==> config.mk <==
export PLATFORM = sky130hd
export DESIGN_NAME = tlul_err_chk_resp
export DESIGN_NICKNAME = d
export VERILOG_FILES = /design/src/rtl/tlul_err_chk_resp.sv
export SDC_FILE = /design/constraint.sdc
export NUM_CORES = 1
export LEC_CHECK = 0
export ABC_AREA = 1
export CAP_MARGIN = 20
export CORE_AREA = 5 5 81 83
export CTS_CLUSTER_DIAMETER = 200
export CTS_CLUSTER_SIZE = 14
export DETAILED_ROUTE_END_ITERATION = 16
export DIE_AREA = 0 0 86 88
export GPL_ROUTABILITY_DRIVEN = 0
export PLACE_DENSITY_LB_ADDON = 0.12
export SLEW_MARGIN = 5
export SYNTH_ARGS = -nofsm -noshare
export SYNTH_HDL_FRONTEND = slang
export SYNTH_SLANG_ARGS = --single-unit
==> constraint.sdc <==
create_clock -name clk_i -period 5.1 [get_ports clk_i]
set_input_delay 1.275 -clock clk_i [delete_from_list [all_inputs] [get_ports clk_i]]
set_output_delay 1.275 -clock clk_i [all_outputs]
set_load 0.05 [all_outputs]
==> src/rtl/tlul_err_chk_resp.sv <==
`default_nettype none
// ============================================================================
// Module   : tlul_err_chk_resp
// Purpose  : TL-UL A-channel legality checker with in-line error responder.
//            Legal requests pass straight through to the device port. Illegal
//            requests are absorbed and answered with an in-order D-channel
//            error response. Before an illegal request is accepted, every
//            forwarded request must have drained, which keeps the responses
//            in order.
//            An external D mux merges err_d_* with the device D channel.
// Revision : 1.0  initial release
// ----------------------------------------------------------------------------
// Build option:
//   TLUL_ERR_CHK_STATS_EN  defined   -> saturating error counter plus a
//                                       first-error address/cause capture
//                          undefined -> err_cnt_o/err_addr_o/err_cause_o tied
//                                       to 0, err_clr_i ignored
// ----------------------------------------------------------------------------
// Parameters:
//   AW      address width
//   DW      data width, 32 or 64
//   IW      a_source width
//   SZW     a_size width
//   MaxOut  max outstanding forwarded requests (>= 1)
//   CntW    error counter width
// ----------------------------------------------------------------------------
// Ports:
//   clk_i, rst_i          clock, synchronous active-high reset
//   a_valid_i/a_ready_o   host A handshake
//   a_opcode_i            0 PutFullData, 1 PutPartialData, 4 Get
//   a_size_i              log2 of transfer bytes
//   a_source_i            source ID
//   a_address_i           byte address
//   a_mask_i              byte lane mask
//   a_valid_o/a_ready_i   forwarded A handshake to the device
//   dn_d_valid_i          device D valid (observed only)
//   dn_d_ready_i          host ready for device D (observed only)
//   err_d_valid_o         error response valid
//   err_d_ready_i         host ready for the error response
//   err_d_opcode_o        0 AccessAck, 1 AccessAckData
//   err_d_source_o        echoed source
//   err_d_size_o          echoed size
//   err_d_error_o         1 while err_d_valid_o
//   err_d_data_o          all ones
//   err_cnt_o             saturating illegal-request count
//   err_addr_o            address of the first illegal request since clear
//   err_cause_o           {opcode_bad, align_bad, mask_bad} of that request
//   err_clr_i             clears the counter and the capture
// ============================================================================
module tlul_err_chk_resp #(
   parameter int AW     = 32,
   parameter int DW     = 32,
   parameter int IW     = 8,
   parameter int SZW    = 2,
   parameter int MaxOut = 4,
   parameter int CntW   = 16
) (
   input  logic            clk_i,
   input  logic            rst_i,
   input  logic            a_valid_i,
   output logic            a_ready_o,
   input  logic [2:0]      a_opcode_i,
   input  logic [SZW-1:0]  a_size_i,
   input  logic [IW-1:0]   a_source_i,
   input  logic [AW-1:0]   a_address_i,
   input  logic [DW/8-1:0] a_mask_i,
   output logic            a_valid_o,
   input  logic            a_ready_i,
   input  logic            dn_d_valid_i,
   input  logic            dn_d_ready_i,
   output logic            err_d_valid_o,
   input  logic            err_d_ready_i,
   output logic [2:0]      err_d_opcode_o,
   output logic [IW-1:0]   err_d_source_o,
   output logic [SZW-1:0]  err_d_size_o,
   output logic            err_d_error_o,
   output logic [DW-1:0]   err_d_data_o,
   output logic [CntW-1:0] err_cnt_o,
   output logic [AW-1:0]   err_addr_o,
   output logic [2:0]      err_cause_o,
   input  logic            err_clr_i
);

   localparam int BW  = DW / 8;           // bytes per beat
   localparam int MB  = $clog2(BW);       // byte-offset bits within a beat
   localparam int OCW = $clog2(MaxOut + 1);

   localparam logic [OCW-1:0] c_max_out    = OCW'(MaxOut);
   localparam logic [2:0]     c_op_put_full = 3'd0;
   localparam logic [2:0]     c_op_put_part = 3'd1;
   localparam logic [2:0]     c_op_get      = 3'd4;

   typedef enum logic [1:0] {
      S_IDLE  = 2'd0,
      S_DRAIN = 2'd1,
      S_RESP  = 2'd2
   } state_t;

   state_t r_state;
   state_t w_state_nxt;

   // -------------------------------------------------------------------------
   // Legality decode (purely combinational on the A inputs)
   // -------------------------------------------------------------------------
   logic [MB-1:0] w_off;
   logic [BW-1:0] w_lanes;
   logic          w_opcode_bad;
   logic          w_align_bad;
   logic          w_mask_bad;
   logic          w_illegal;

   assign w_off = a_address_i[MB-1:0];

   // Lanes covered by the transfer: 2^size bytes starting at the beat offset.
   // Bits above the beat are dropped; such requests are align_bad anyway.
   always_comb begin
      w_lanes = '0;
      for (int b = 0; b < BW; b++) begin
         if ((b >= int'(w_off)) && (b < (int'(w_off) + (1 << a_size_i)))) begin
            w_lanes[b] = 1'b1;
         end
      end
   end

   assign w_opcode_bad = !((a_opcode_i == c_op_put_full) ||
                           (a_opcode_i == c_op_put_part) ||
                           (a_opcode_i == c_op_get));

   assign w_align_bad  = (int'(a_size_i) > MB) ||
                         ((int'(w_off) & ((1 << a_size_i) - 1)) != 0);

   assign w_mask_bad   = (|(a_mask_i & ~w_lanes)) ||
                         ((a_opcode_i == c_op_put_full) && (a_mask_i != w_lanes));

   assign w_illegal    = w_opcode_bad | w_align_bad | w_mask_bad;

   // -------------------------------------------------------------------------
   // Outstanding forwarded-request counter
   // -------------------------------------------------------------------------
   logic [OCW-1:0] r_oc;
   logic           w_fwd_hs;
   logic           w_dn_hs;
   logic           w_oc_zero;
   logic           w_room;

   assign w_fwd_hs  = a_valid_o & a_ready_i;
   assign w_dn_hs   = dn_d_valid_i & dn_d_ready_i;
   assign w_oc_zero = (r_oc == '0);
   assign w_room    = (r_oc < c_max_out);

   always_ff @(posedge clk_i) begin
      if (rst_i) begin
         r_oc <= '0;
      end else if (w_fwd_hs && !w_dn_hs) begin
         r_oc <= r_oc + 1'b1;
      end else if (w_dn_hs && !w_fwd_hs && !w_oc_zero) begin
         r_oc <= r_oc - 1'b1;
      end
   end

   // -------------------------------------------------------------------------
   // Control FSM
   // -------------------------------------------------------------------------
   logic w_err_accept;

   always_ff @(posedge clk_i) begin
      if (rst_i) begin
         r_state <= S_IDLE;
      end else begin
         r_state <= w_state_nxt;
      end
   end

   always_comb begin
      w_state_nxt  = r_state;
      a_ready_o    = 1'b0;
      a_valid_o    = 1'b0;
      w_err_accept = 1'b0;
      case (r_state)
         S_IDLE, S_DRAIN: begin
            if ((r_state == S_DRAIN) && !w_oc_zero) begin
               // Forwarded requests still in flight: hold the host off so
               // the error response cannot overtake a device response.
               w_state_nxt = S_DRAIN;
            end else if (a_valid_i && w_illegal) begin
               if (w_oc_zero) begin
                  a_ready_o    = 1'b1;
                  w_err_accept = 1'b1;
                  w_state_nxt  = S_RESP;
               end else begin
                  w_state_nxt  = S_DRAIN;
               end
            end else begin
               a_valid_o   = a_valid_i & w_room;
               a_ready_o   = a_ready_i & w_room;
               w_state_nxt = S_IDLE;
            end
         end
         S_RESP: begin
            if (err_d_ready_i) begin
               w_state_nxt = S_IDLE;
            end
         end
         default: begin
            w_state_nxt = S_IDLE;
         end
      endcase
   end

   // -------------------------------------------------------------------------
   // Error response fields, latched at acceptance
   // -------------------------------------------------------------------------
   logic [IW-1:0]  r_d_source;
   logic [SZW-1:0] r_d_size;
   logic [2:0]     r_d_opcode;

   always_ff @(posedge clk_i) begin
      if (rst_i) begin
         r_d_source <= '0;
         r_d_size   <= '0;
         r_d_opcode <= '0;
      end else if (w_err_accept) begin
         r_d_source <= a_source_i;
         r_d_size   <= a_size_i;
         // Get expects data back, so answer with AccessAckData
         r_d_opcode <= (a_opcode_i == c_op_get) ? 3'd1 : 3'd0;
      end
   end

   assign err_d_valid_o  = (r_state == S_RESP);
   assign err_d_error_o  = err_d_valid_o;
   assign err_d_opcode_o = r_d_opcode;
   assign err_d_source_o = r_d_source;
   assign err_d_size_o   = r_d_size;
   assign err_d_data_o   = '1;

   // -------------------------------------------------------------------------
   // Error statistics
   // -------------------------------------------------------------------------
`ifdef TLUL_ERR_CHK_STATS_EN
   logic [CntW-1:0] r_cnt;
   logic [AW-1:0]   r_err_addr;
   logic [2:0]      r_err_cause;

   always_ff @(posedge clk_i) begin
      if (rst_i) begin
         r_cnt       <= '0;
         r_err_addr  <= '0;
         r_err_cause <= '0;
      end else if (w_err_accept) begin
         // A count of zero means no error since the last clear, so this one
         // is the first; a simultaneous clear also makes it the first.
         if (err_clr_i || (r_cnt == '0)) begin
            r_err_addr  <= a_address_i;
            r_err_cause <= {w_opcode_bad, w_align_bad, w_mask_bad};
         end
         if (err_clr_i) begin
            r_cnt <= CntW'(1);
         end else if (!(&r_cnt)) begin
            r_cnt <= r_cnt + 1'b1;
         end
      end else if (err_clr_i) begin
         r_cnt       <= '0;
         r_err_addr  <= '0;
         r_err_cause <= '0;
      end
   end

   assign err_cnt_o   = r_cnt;
   assign err_addr_o  = r_err_addr;
   assign err_cause_o = r_err_cause;
`else
   logic w_unused_stats;

   assign err_cnt_o      = '0;
   assign err_addr_o     = '0;
   assign err_cause_o    = '0;
   // Address upper bits and the clear only feed the statistics block
   assign w_unused_stats = ^{err_clr_i, a_address_i};
`endif

endmodule
`default_nettype wire
==> metrics <==
worst rel slew slack=0.530; ANT nets after route=0; H-tree Lvls=1; EDFF count, synth=0; Worst setup SP type=input port; Core Region=5780 um^2; CTS root buf=clkbuf_8; clk slew on worst S/H paths=0.06 ns; Ports=157; Layout area overhead=23.1%; Hold WC Path Type=reg -> reg; Via Count=1385; vias in the first global route=1235; Seq/Total Area, Yosys=0.183; CTS Sinks=16; largest net degree at the start of global routing=17; fraction of layout cells with a size suffix above 1=0.203; FF+latch count, synth=16; post-synth top area share=0.373; top post-synthesis cells by area=buf_4, dfxtp_1, nand2_1; final worst slack=0.205 ns; Total Wirelength=3720 um; count leader, synth=buf_4; gr usage total=0.0894; initial core utilization=0.303; Final Net Count=367; crit path from=a_address_i[0]; Max Fanout on Critical Path=3; critical path class=in -> out; Hold Violations, Final=0; pwr dens=258 nW/um^2; Vias/cell=3.69; Most used DFF post-synth=dfxtp_1; CTS tree=yes; Cell Area, Synth=1750 um^2; routed len/inst=9.92 um; total of max-cap violations=0; total CTS buffers=3; post-place setup slack=-0.334 ns; Distinct cells, synth=27; Min-Delay Startpoint=err_d_size_o[0]$_SDFFE_PP0P_; die area=7570 um^2; unrepaired setup endpoints after global routing=false; reg2reg start=r_state[1]$_SDFFE_PP0P_; Leak=1.07 nW; DR pass1 iterations=4; Fmax=204 MHz; final period utilization=0.960; status=completed; n_diodes=0; Fill cells=626; area leader, netlist=buf_4; worst skew pair latency=0.25 ns; CTS Buffer Depth=2; initial DRC count=36; Crit path required time=3.83 ns; Slew @ Worst Pin=0.703 ns; row count=28; Synth Instances=240; post-DP HPWL=2950 um; port buffer count=40; DRC=0; CTS Hold Bufs=0; Final Power=0.556 mW; initial antenna violation count=0; top cells by count, synth=buf_4, nand2_1, inv_1; first-pass GRT wire length=5480 um; CP Data Arrival Time=3.62 ns; Final setup violation count=0; VDD IR-drop max=149 uV; DIE WIDTH=86 um; Slew Viols, Final=0; Die H=88 um; Period minus WS final=4.89 ns; fraction of registers with async set/reset=0; mean post-synth cell area=7.30 um^2; total gr overflow=0; CP endpoint kind=output pin; YS warnings=0; Final Skew=0.00331 ns
-- cell families after synthesis --
group,Yosys count,share of synthesized area
buf+inv,115,0.442
flops,16,0.183
compound gates,25,0.0899
fa+ha+maj,9,0.0728
other cells,2,0.00428
simple gates,73,0.208
-- registers in the layout, indices dropped and copies added (netlist names) --
name            count
err_d_size_o        2
r_oc                3
err_d_opcode_o      1
err_d_source_o      8
r_state             2
-- metal layers --
layer	global-route usage	share of wire
met4	0.0173	0.0051
met3	0.0348	0.13
met2	0.144	0.44
met5	0	0
met1	0.114	0.42
-- layout by cell type, fill, tap and decap left out, drive strengths merged, types with 2 or more instances in the layout --
master / n
a21oi: 19
buf: 27
clkbuf: 6
clkdlybuf4s50: 34
conb: 85
dfxtp: 16
fa: 2
ha: 7
inv: 23
nand2: 30
nand3: 9
nand4: 13
nor2: 19
nor3: 2
o21ai: 4
-- repair_timing --
item	in CTS	in global routing
gates resized for setup	9	12
cloned	0	0
pin swaps	6	12
endpoints found under the setup margin	2	1
buffers inserted	12	0
-- worst max-delay path: stages --
cell	delay, ns
dlygate4sd2_1	0.23
ha_2	0.19
inv_2	0.04
fa_2	0.36
a22o_1	0.25
nand2_1	0.07
nand2_1	0.06
ha_1	0.17
nor2_1	0.13
nand3_2	0.12
nor2_4	0.15
a21boi_4	0.08
o21ai_2	0.12
nand2_1	0.08
nor2_2	0.14
buf_12	0.15
-- final timing paths --
path	endpoint	slack [ns]	cells after the start
setup / recovery	a_ready_o	0.21	16
setup reg to reg	r_oc[2]$_SDFFE_PP0P_	2.97	12
hold / removal	err_d_size_o[0]$_SDFFE_PP0P_	0.46	2
hold reg to reg	err_d_size_o[0]$_SDFFE_PP0P_	0.46	2
-- report_power, final --
part           leakage [nW]  internal [mW]  total, mW  switching (mW)
Sequential            0.131          0.134      0.140         0.00540
Clock                0.0288         0.0685      0.113          0.0445
Combinational         0.909         0.0704      0.303           0.233
Total                  1.07          0.273      0.556           0.283
-- final cells by class --
cell class	instances	area, um^2	area share
Clock buffer	4	55.1	0.0255
Inverter	23	86.3	0.0400
Multi-Input combinational cell	192	1000	0.465
Sequential cell	16	320	0.148
Tap cell	75	93.8	0.0435
Timing Repair Buffer	65	599	0.278
-- per-stage QoR --
step	instances	TNS [ns]	util	hold WS, ns	instance area, um^2
floorplan	323	0	-	0.445	2070
global placement	359	-0.545	0.344	0.449	1990
detailed placement	359	-0.477	0.344	0.455	1990
CTS	375	0	0.371	0.467	2140
global route	375	0	0.373	0.485	2160
finish	375	0	0.373	0.464	2160
Note: power is estimated with default switching activity, not from simulation.
